File: src/rtl/mem_port_arbiter_pkg.sv
// Shared types for the two-port memory arbiter: FSM states, owner encoding
// and default bus widths.
package mem_port_arbiter_pkg;

    localparam int unsigned ADDR_W_DEF = 8;
    localparam int unsigned DATA_W_DEF = 16;

    typedef enum logic [2:0] {
        ST_IDLE,
        ST_READ,
        ST_WR1,
        ST_WR2,
        ST_DONE
    } state_t;

    typedef enum logic {
        OWNER_CPU = 1'b0,
        OWNER_IO  = 1'b1
    } owner_t;

endpackage

File: src/rtl/mem_port_arbiter_rr.sv
// Two-input round-robin selector: a lone requester wins, a tie goes to the
// port that was not served last. Grant is one-hot, bit 0 = CPU, bit 1 = IO.
module rr_arbiter2
    import mem_port_arbiter_pkg::*;
(
    input  logic [1:0] req,
    input  owner_t     last,
    output logic [1:0] gnt
);

    always_comb begin
        gnt = '0;
        unique case (req)
            2'b01:   gnt = 2'b01;
            2'b10:   gnt = 2'b10;
            2'b11:   gnt = (last == OWNER_IO) ? 2'b01 : 2'b10;
            default: gnt = '0;
        endcase
    end

endmodule

File: src/rtl/mem_port_arbiter.sv
// Arbitrates a CPU port and an IO/loader port onto one single-port RAM;
// every access is latched in IDLE and all outputs come straight from flops.
module mem_port_arbiter
    import mem_port_arbiter_pkg::*;
#(
    parameter int unsigned ADDR_W = ADDR_W_DEF,
    parameter int unsigned DATA_W = DATA_W_DEF
) (
    input  logic              clock,
    input  logic              reset,

    input  logic              cpu_req,
    input  logic              cpu_we,
    input  logic [ADDR_W-1:0] cpu_addr,
    input  logic [DATA_W-1:0] cpu_wdata,
    output logic              cpu_gnt,
    output logic              cpu_done,

    input  logic              io_req,
    input  logic              io_we,
    input  logic [ADDR_W-1:0] io_addr,
    input  logic [DATA_W-1:0] io_wdata,
    output logic              io_gnt,
    output logic              io_done,

    output logic [DATA_W-1:0] rdata,

    output logic [ADDR_W-1:0] mem_addr,
    output logic [DATA_W-1:0] mem_wdata,
    output logic              mem_we,
    input  logic [DATA_W-1:0] mem_q
);

    state_t            state, next_state;
    owner_t            owner_q, last_q, sel_owner, next_owner;
    logic [1:0]        rr_gnt;
    logic              accept, sel_we, busy;
    logic [ADDR_W-1:0] sel_addr;
    logic [DATA_W-1:0] sel_wdata;
    logic              cpu_gnt_d, io_gnt_d, cpu_done_d, io_done_d, mem_we_d;

    rr_arbiter2 u_rr (
        .req  ({io_req, cpu_req}),
        .last (last_q),
        .gnt  (rr_gnt)
    );

    always_comb begin
        sel_owner = rr_gnt[1] ? OWNER_IO : OWNER_CPU;
        sel_we    = rr_gnt[1] ? io_we    : cpu_we;
        sel_addr  = rr_gnt[1] ? io_addr  : cpu_addr;
        sel_wdata = rr_gnt[1] ? io_wdata : cpu_wdata;
        accept    = (state == ST_IDLE) && (rr_gnt != 2'b00);
    end

    always_ff @(posedge clock or posedge reset) begin
        if (reset) begin
            state <= ST_IDLE;
        end else begin
            state <= next_state;
        end
    end

    always_comb begin
        next_state = state;
        unique case (state)
            ST_IDLE: if (accept) next_state = sel_we ? ST_WR1 : ST_READ;
            ST_READ: next_state = ST_DONE;
            ST_WR1:  next_state = ST_WR2;
            ST_WR2:  next_state = ST_DONE;
            ST_DONE: next_state = ST_IDLE;
            default: next_state = ST_IDLE;
        endcase
    end

    // Outputs are decoded from the upcoming state so they can be registered
    // and still line up with the state they describe.
    always_comb begin
        next_owner = accept ? sel_owner : owner_q;
        busy       = (next_state != ST_IDLE);
        cpu_gnt_d  = busy && (next_owner == OWNER_CPU);
        io_gnt_d   = busy && (next_owner == OWNER_IO);
        cpu_done_d = (next_state == ST_DONE) && (next_owner == OWNER_CPU);
        io_done_d  = (next_state == ST_DONE) && (next_owner == OWNER_IO);
        mem_we_d   = (next_state == ST_WR1);
    end

    always_ff @(posedge clock or posedge reset) begin
        if (reset) begin
            cpu_gnt   <= 1'b0;
            io_gnt    <= 1'b0;
            cpu_done  <= 1'b0;
            io_done   <= 1'b0;
            mem_we    <= 1'b0;
            mem_addr  <= '0;
            mem_wdata <= '0;
            rdata     <= '0;
            owner_q   <= OWNER_CPU;
            last_q    <= OWNER_IO;
        end else begin
            cpu_gnt  <= cpu_gnt_d;
            io_gnt   <= io_gnt_d;
            cpu_done <= cpu_done_d;
            io_done  <= io_done_d;
            mem_we   <= mem_we_d;
            if (accept) begin
                owner_q   <= sel_owner;
                mem_addr  <= sel_addr;
                mem_wdata <= sel_wdata;
            end
            if (state == ST_READ) begin
                rdata <= mem_q;
            end
            if (state == ST_DONE) begin
                last_q <= owner_q;
            end
        end
    end

endmodule

File: config.mk
export PLATFORM = sky130hd
export DESIGN_NAME = mem_port_arbiter
export DESIGN_NICKNAME = d
export VERILOG_FILES = /design/src/rtl/mem_port_arbiter_pkg.sv /design/src/rtl/mem_port_arbiter_rr.sv /design/src/rtl/mem_port_arbiter.sv
export SDC_FILE = /design/constraint.sdc
export NUM_CORES = 1
export LEC_CHECK = 0
export CORE_ASPECT_RATIO = 1.2
export CORE_UTILIZATION = 40
export DETAILED_ROUTE_END_ITERATION = 12
export PLACE_DENSITY = 0.8
export SYNTH_ARGS = -nofsm -noshare
export SYNTH_HDL_FRONTEND = slang
export SYNTH_HIERARCHICAL = 1
export SYNTH_SLANG_ARGS = --single-unit
File: constraint.sdc
create_clock -name clock -period 2.18 [get_ports clock]
set_clock_uncertainty 0.15 [all_clocks]
set_input_delay 0.545 -clock clock [delete_from_list [all_inputs] [get_ports clock]]
set_output_delay 0.545 -clock clock [all_outputs]
set_load 0.005 [all_outputs]
# Yosys cells after proc, flatten, opt, wreduce, memory -nomap -nowiden

Cells that the tools add are included.

Flip-flop bits (word level): 50
Bits in latches: 0
RAM bits: 0
Bits in read-only memories: 0
Input bits: 70
Output and inout port bits: 45
Memories: 0

Add/subtract/negate cells: 0
Multipliers: 0
Div/mod/pow operators: 0
$lt $le $gt $ge: 0
Eq/ne operators: 9
Shifts and indexed selects: 0
Muxes and demuxes: 10
Bitwise logic cells: 1
Reductions and logical operators: 9

Operator list:

| cell                                          | count |
|---|---|
| two-way mux 16 bit                            | 1 |
| == test 3 x 2 -> 1 bit, second input constant | 3 |
| one-hot mux 3 bit (3 select lines)            | 1 |
| two-way mux 8 bit                             | 1 |
| == test 3 bit, second input constant          | 2 |
| one-hot mux 2 bit (3 select lines)            | 1 |
| logical AND 1 bit                             | 5 |
| == test 2 bit, second input constant          | 2 |
| two-way mux 2 bit                             | 2 |
| == test 3 x 1 -> 1 bit, second input constant | 1 |
| logical NOT 3 bit                             | 1 |
| two-way mux 1 bit                             | 3 |
| two-way mux 3 bit                             | 1 |
| nonzero test 3 bit                            | 1 |
| == test 2 x 1 -> 1 bit, second input constant | 1 |
| nonzero test 2 bit                            | 1 |
| OR reduction 2 bit                            | 1 |
| NOT 1 bit                                     | 1 |

# Depth between registers and ports, before layout

Gate-level depths: netlist (run 1).

Depth in word-level cells: 8
Mapped depth: 7

# Modules after synthesis

Netlist (run 1), hierarchy kept.

Modules (own cells, without submodules):

| module           | times used | cells each | area each (um^2) | sequential area each (um^2) |
|---|---|---|---|---|
| mem_port_arbiter | 1          | 148        | 2,294.7          | 1,252.5 |
| rr_arbiter2      | 1          | 3          | 18.8             | 0.0 |

# Least setup slack after synthesis (run 1)

OpenSTA, ideal clock, no wires.

Path kind: input-to-reg
Start point: input io_req
End point: register mem_addr[0]
Library setup time: 125 ps
Arrival time: 1,777 ps
Setup slack: 128 ps
Stages on the path: 4
Buffers on the path: 1
Cells stage by stage: a21boi_0 > clkbuf_1 > mux2_2 > mux2_4

Longest elaborated chain between the ends: 4

Ends and longest elaborated chain:

| element                                                 | RTL line                  | RTL |
|---|---|---|
| start: declaration                                      | mem_port_arbiter.sv:19    | `input logic io_req,` |
| == test 2 bit or == test 2 x 1 -> 1 bit (tied branches) | mem_port_arbiter_rr.sv:13 | `unique case (req)` |
| one-hot mux 2 bit (3 select lines) (*)                  | mem_port_arbiter_rr.sv:13 |  |
| nonzero test 2 bit                                      | mem_port_arbiter.sv:53    | `accept = (state == ST_IDLE) && (rr_gnt != 2'b00);` |
| logical AND 1 bit                                       | mem_port_arbiter.sv:53    |  |
| end signal: assignment                                  | mem_port_arbiter.sv:108   | `mem_addr <= sel_addr;` |
| end: declaration                                        | mem_port_arbiter.sv:28    | `output logic [ADDR_W-1:0] mem_addr,` |

Mark *: on every way between the ends. The rest lies on a longest branch, timed or not.
A chain may end at the register's enable or synchronous reset.

# Worst setup path in the final report (run 1)

Start point: input cpu_req
End point: register mem_addr[6]

Longest elaborated chain between the ends: 4

Ends and longest elaborated chain:

| element                                                 | RTL line                  | RTL |
|---|---|---|
| start: declaration                                      | mem_port_arbiter.sv:12    | `input logic cpu_req,` |
| == test 2 bit or == test 2 x 1 -> 1 bit (tied branches) | mem_port_arbiter_rr.sv:13 |  |
| one-hot mux 2 bit (3 select lines) (*)                  | mem_port_arbiter_rr.sv:13 |  |
| via rr_gnt[1]                                           | mem_port_arbiter.sv:36    | `logic [1:0] rr_gnt;` |
| nonzero test 2 bit                                      | mem_port_arbiter.sv:53    |  |
| logical AND 1 bit                                       | mem_port_arbiter.sv:53    |  |

The timed path passes the listed nets; every way through them passes the cells marked *.

==> results of run 1 <==
synthesized netlist by cell type, drive strengths merged:
| library cell | instances | area, um^2 |
|---|---|---|
| a21boi | 2 | 15.0 |
| a21o | 1 | 7.51 |
| a21oi | 1 | 5.00 |
| a22o | 1 | 8.76 |
| and2 | 1 | 6.26 |
| and2b | 1 | 7.51 |
| buf | 6 | 77.6 |
| clkbuf | 1 | 3.75 |
| dfrtp | 49 | 1230 |
| dfstp | 1 | 26.3 |
| inv | 3 | 11.3 |
| mux2 | 66 | 818 |
| mux2i | 1 | 10.0 |
| nand2 | 3 | 11.3 |
| nand2b | 2 | 12.5 |
| nor2 | 7 | 28.8 |
| nor2b | 1 | 6.26 |
| nor3 | 1 | 10.0 |
| nor3b | 1 | 7.51 |
| o21ai | 1 | 5.00 |
| o31a | 1 | 8.76 |
logic make-up (layout without fill, tap and decap cells):
group / count (synthesis) / count (layout)
flops: 50 / 50
simple gates: 17 / 17
compound gates: 7 / 7
buf+inv: 10 / 134
mux: 67 / 67
sequential cells by signal (all words and copies together) (netlist names):
signal and flops:
mem_wdata 16, rdata 16, mem_addr 8, last_q 1, cpu_gnt 1, cpu_done 1, state 3, mem_we 1
io_gnt 1, io_done 1, owner_q 1
metal layers:
metal	routed length (um)	part of all wire (%)
met5	0	0
met4	82	1.7
met3	371	7.7
met2	2470	51
met1	1880	39
final cells by class:
| cell class | count | area [um^2] |
|---|---|---|
| clock buffers | 5 | 68.8 |
| inverters | 3 | 11.3 |
| flip-flops and latches | 50 | 1250 |
| fillers | 403 | 1800 |
| multi-input cells | 91 | 980 |
| repair buffers | 123 | 1230 |
| well taps | 62 | 77.6 |
| clock inverters | 3 | 21.3 |
power by group through the flow:
stage,sequential [W],combinational (W),clock [W]
finish,0.00167,0.00230,0.000533
global route,0.00173,0.00247,0.000592
CTS,0.00168,0.00234,0.000559
detailed placement,0.00168,0.00233,0
global placement,0.00168,0.00230,0
floorplan,0.00169,0.00122,0
worst max-delay path by stage:
stage,startpoint,to,slack [ns],cells past startpoint
floorplan,io_req,mem_addr[0]$_DFFE_PP0P_,0.13,4
global placement,cpu_req,mem_wdata[14]$_DFFE_PP0P_,-0.20,6
detailed placement,cpu_req,mem_addr[6]$_DFFE_PP0P_,-0.23,7
CTS,cpu_req,mem_addr[6]$_DFFE_PP0P_,0.08,7
global route,cpu_req,mem_wdata[15]$_DFFE_PP0P_,0.05,7
finish,cpu_req,mem_addr[6]$_DFFE_PP0P_,0.1,7
through the flow:
step / setup TNS [ns] / instances / setup slack (ns)
after CTS: 0 / 337 / 0.0846
final: 0 / 337 / 0.0955
after detailed placement: -5.27 / 329 / -0.232
after floorplan: 0 / 151 / 0.128
after global placement: -4.67 / 329 / -0.200
after global routing: 0 / 337 / 0.0467
==> qor.csv, run 1 <==
metric,value,unit
io_buffers,114,
p_leak,1.55,nW
reg2reg_from,last_q$_DFFE_PP1N_,
clock_path_buffers,2,
final_cell_mix,"clkdlybuf4s50_1, dfrtp_1, mux2_2",
hp-start,mem_wdata[15]$_DFFE_PP0P_,
num_vias,1652,
max_freq,0.480,GHz
synth_fa_ha_area_share,0,%
critPathTopFamily,buffers and inverters,
whs_path_depth,1,
postRouteAntennaNets,0,
track_usage,16.4,%
rrSetupSlack,0.23,ns
mostFrequentLayoutCell,clkdlybuf4s50_1,
run_status,"finished, final reports clean",
cts-resized-gates,0,
core_area,5440,um^2
finalSetupViolations,0,
period_minus_slack,2.08,ns
use_met1,18.7,%
initial_core_util,42.5,%
tightest_slew,0.398,ns
synth-seq-cells,50,
synth-xor-area-share,0,%
yosys_warnings,6,
place_hpwl,3710,um
drv_slew,0,
cp_cell_sequence,clkdlybuf4s50_1 -> buf_4 -> a21boi_4 -> nor2_1 -> and2b_1 -> buf_12 -> mux2_2,
min_to,mem_wdata[15]$_DFFE_PP0P_,
avgSynthCellArea,15.3,um^2
p_int,0.00326,W
clkPwrFrac,11.8,%
syn_area,2310,um^2
powerDensity,1240,nW/um^2
grtUsageMet3,4.99,%
cts-root-buf,clkbuf_8,
crit_buf_inv,3,
wl_per_cell,14.3,um
antenna_cells,0,
synth.distinct_cells,26,
row_count,29,
tritoncts,yes,
grt_start_max_net_pins,34,
cts.clk_slew.worst_paths,0.09,ns
dpl-instance-area,3550,um^2
detail_route.first_pass.iterations,4,
switching_share,27.7,%
h-tree-depth,2,
cts.sinks,50,
numCtsBuffers,5,
route.detailed.drc,0,
synthesis.nets,221,
critPathKind,in2reg,
yosys.area_share.simple,3.89,%
crit_required,2.22,ns
area_delta_synth_final,57.5,%
rsz0062_at_grt,false,
slew-limit-headroom,73.4,%
ir_drop,0.000650,V
die_x,71.4,um
arrival,2.12,ns
fin_area,3640,um^2
grt_overflow,0,
fin_total_pwr,0.00451,W
syn_inst,151,
period_share,95.6,%
clk_latency,0.30,ns
grt_pass1_vias,1709,
die_h,85.3,um
wl,4810,um
die_area,6090,um^2
yosysSeqAreaShare,54.1,%
crit_slowest_cell,clkdlybuf4s50_1,
post_cts_buffers,0,
drive_above_1_share,32.0,%
drtIter0Drc,48,
grt_busiest_layer,met2,
io_pins,115,
cts_hold_buf,0,
min_path_type,reg2reg,
rr_worst_depth,6,
synth_compound_area_share,2.16,%
hold_slack,0.361,ns
gp_congestion,0.731,
antenna_found_initial,0,
max_stage_delay,0.41,ns
crit_fanout,17,
final_core_util,67.0,%
power.switching,0.00125,W
grtUsageMet2,28.3,%
end_kind,register,
hold_viol,0,
viasPerCell,4.90,
cp-start-kind,primary input,
timing.rr.end,mem_addr[6]$_DFFE_PP0P_,
grt_pass1_wl,7780,um
num-nets-final,344,
seq_power_share,37.1,%
pwr-share-comb,51.1,%
maxCapViolCount,0,
synthMuxAreaShare,35.8,%
synth_top_family_by_area,multiplexers,
Note: power is estimated with default switching activity, not from simulation.
==> run 2, diff against run 1 <==
--- a/config.mk
+++ b/config.mk
@@ -5,7 +5,6 @@
 export SDC_FILE = /design/constraint.sdc
 export NUM_CORES = 1
 export LEC_CHECK = 0
-export CORE_ASPECT_RATIO = 1.2
 export CORE_UTILIZATION = 40
 export DETAILED_ROUTE_END_ITERATION = 12
 export PLACE_DENSITY = 0.8
==> qor.csv, run 2 (synthesis results as in run 1) <==
metric,value,unit,change
drv_slew,0,,unchanged
hold_viol,0,,unchanged
ir_drop,0.000560,V,-14%
tightest_slew,0.285,ns,-0.112 ns
core_area,5540,um^2,+1.8%
critPathCapture,mem_addr[6]$_DFFE_PP0P_,,
clock_path_buffers,2,,unchanged
reg_top3,"mem_wdata: 16 flops, rdata: 16 flops, mem_addr: 8 flops",,
grt_pass1_wl,7830,um,+0.62%
viasPerCell,4.65,,-5.1%
wl,4540,um,-5.6%
post_cts_buffers,0,,unchanged
fin_setup_tns,0,ns,unchanged
numCtsBuffers,5,,unchanged
crit_slowest_cell,clkdlybuf4s50_1,,
die_h,78.1,um,-8.5%
grt_overflow,0,,unchanged
hold_slack,0.358,ns,-0.00229 ns
timing.rr.end,mem_addr[6]$_DFFE_PP0P_,,
row_count,27,,-6.9%
maxCapViolCount,0,,unchanged
rr_worst_depth,6,,unchanged
end_kind,register,,
antenna_found_initial,0,,unchanged
rrSetupSlack,0.27,ns,+0.04 ns
num-nets-final,343,,-0.29%
place_inst,338,,+2.7%
grtUsageMet2,28.6,%,+0.28 points
arrival,2.11,ns,about the same
grtUsageMet3,3.95,%,-1.0 points
cp-start-kind,primary input,,
rsz0062_at_grt,false,,
gp_congestion,0.738,,+1.0%
crit_required,2.21,ns,about the same
slew-limit-headroom,81.0,%,+7.5 points
critPathKind,in2reg,,
grt_pass1_vias,1741,,+1.9%
drive_above_1_share,32.1,%,+0.12 points
drtIter0Drc,20,,-58%
powerDensity,1240,nW/um^2,+0.31%
io_pins,115,,unchanged
period_share,95.8,%,+0.14 points
run_status,"finished, final reports clean",,
min_path_type,in2async,,
final_cell_mix,"clkdlybuf4s50_1, dfrtp_1, mux2_2",,
die_x,78.1,um,+9.3%
cts-root-buf,clkbuf_8,,
area_delta_synth_final,57.7,%,
die_area,6090,um^2,about the same
p_leak,1.54,nW,-0.52%
max_stage_delay,0.49,ns,+0.08 ns
route.detailed.drc,0,,unchanged
cts.sinks,50,,unchanged
antenna_cells,0,,unchanged
cp_cell_sequence,clkdlybuf4s50_1 -> a21boi_1 -> nor2_1 -> and2b_2 -> buf_12 -> mux2_2,,
period_minus_slack,2.09,ns,+0.00309 ns
postRouteAntennaNets,0,,unchanged
clk_latency,0.28,ns,-0.02 ns
finalSetupViolations,0,,unchanged
tritoncts,yes,,
place_hpwl,3640,um,-1.9%
detail_route.first_pass.iterations,4,,unchanged
grt_busiest_layer,met2,,
fin_cells,346,,+2.7%
wl_per_cell,13.1,um,-8.1%
crit_fanout,14,,-3
grt_start_max_net_pins,24,,-29%
h-tree-depth,2,,unchanged
cts_hold_buf,0,,unchanged
cts-resized-gates,0,,unchanged
max_freq,0.479,GHz,-0.15%
track_usage,16.5,%,+0.055 points
final_core_util,65.9,%,-1.1 points
cts.clk_slew.worst_paths,0.09,ns,about the same
mostFrequentLayoutCell,clkdlybuf4s50_1,,
io_buffers,114,,unchanged
use_met1,20.1,%,+1.3 points
crit_path_start,cpu_req,,
reg2reg_from,last_q$_DFFE_PP1N_,,
num_vias,1610,,-2.5%
initial_core_util,41.8,%,-0.75 points
## run 2: worst max-delay path, delay by kind of cell
| kind | cells | cell delay (ns) |
|---|---|---|
| AOI/OAI and AO/OA | 1 | 0.21 |
| buffers and inverters | 2 | 0.66 |
| muxes | 1 | 0.34 |
| and+or+nand+nor | 2 | 0.36 |
## run 2: worst min path at each step
stage,startpoint,endpoint,slack (ns),depth (start not counted)
floorplan,owner_q$_DFF_PP0_,cpu_done$_DFF_PP0_,0.32,1
global placement,rdata[1]$_DFFE_PP0N_,rdata[1]$_DFFE_PP0N_,0.34,1
detailed placement,rdata[0]$_DFFE_PP0N_,rdata[0]$_DFFE_PP0N_,0.34,1
CTS,reset,rdata[5]$_DFFE_PP0N_,0.36,2
global route,reset,rdata[5]$_DFFE_PP0N_,0.37,2
finish,reset,rdata[5]$_DFFE_PP0N_,0.36,2
## run 2: final cells by class
class,instances,area (um^2)
Multi-Input combinational cell,91,973
Tap cell,72,90.1
Inverter,3,11.3
Clock buffer,6,82.6
Clock inverter,2,12.5
Sequential cell,50,1250
Timing Repair Buffer,122,1230
Fill cell,447,1890
## run 2: through the flow
| stage | setup slack [ns] | total power, W | instance area [um^2] |
|---|---|---|---|
| 2_1_floorplan | 0.128 | 0.00291 | 2310 |
| 3_3_place_gp | -0.246 | 0.00399 | 3550 |
| 3_5_place_dp | -0.272 | 0.00405 | 3550 |
| 4_1_cts | 0.0249 | 0.00460 | 3650 |
| 5_1_grt | 0.00707 | 0.00485 | 3650 |
| 6_report | 0.0924 | 0.00453 | 3650 |
## run 2: per-layer routing
layer / vias up / wire length [um]
li1: 772 / -
met1: 764 / 1930
met2: 66 / 2220
met3: 8 / 324
met4: 0 / 64
met5: - / 0
## run 2: report_power, final
group	leakage [nW]	switching (W)	internal (W)
Combinational	0.900	0.000682	0.00165
Clock	0.0472	0.000273	0.000255
Sequential	0.597	0.000265	0.00140
Total	1.54	0.00122	0.00331
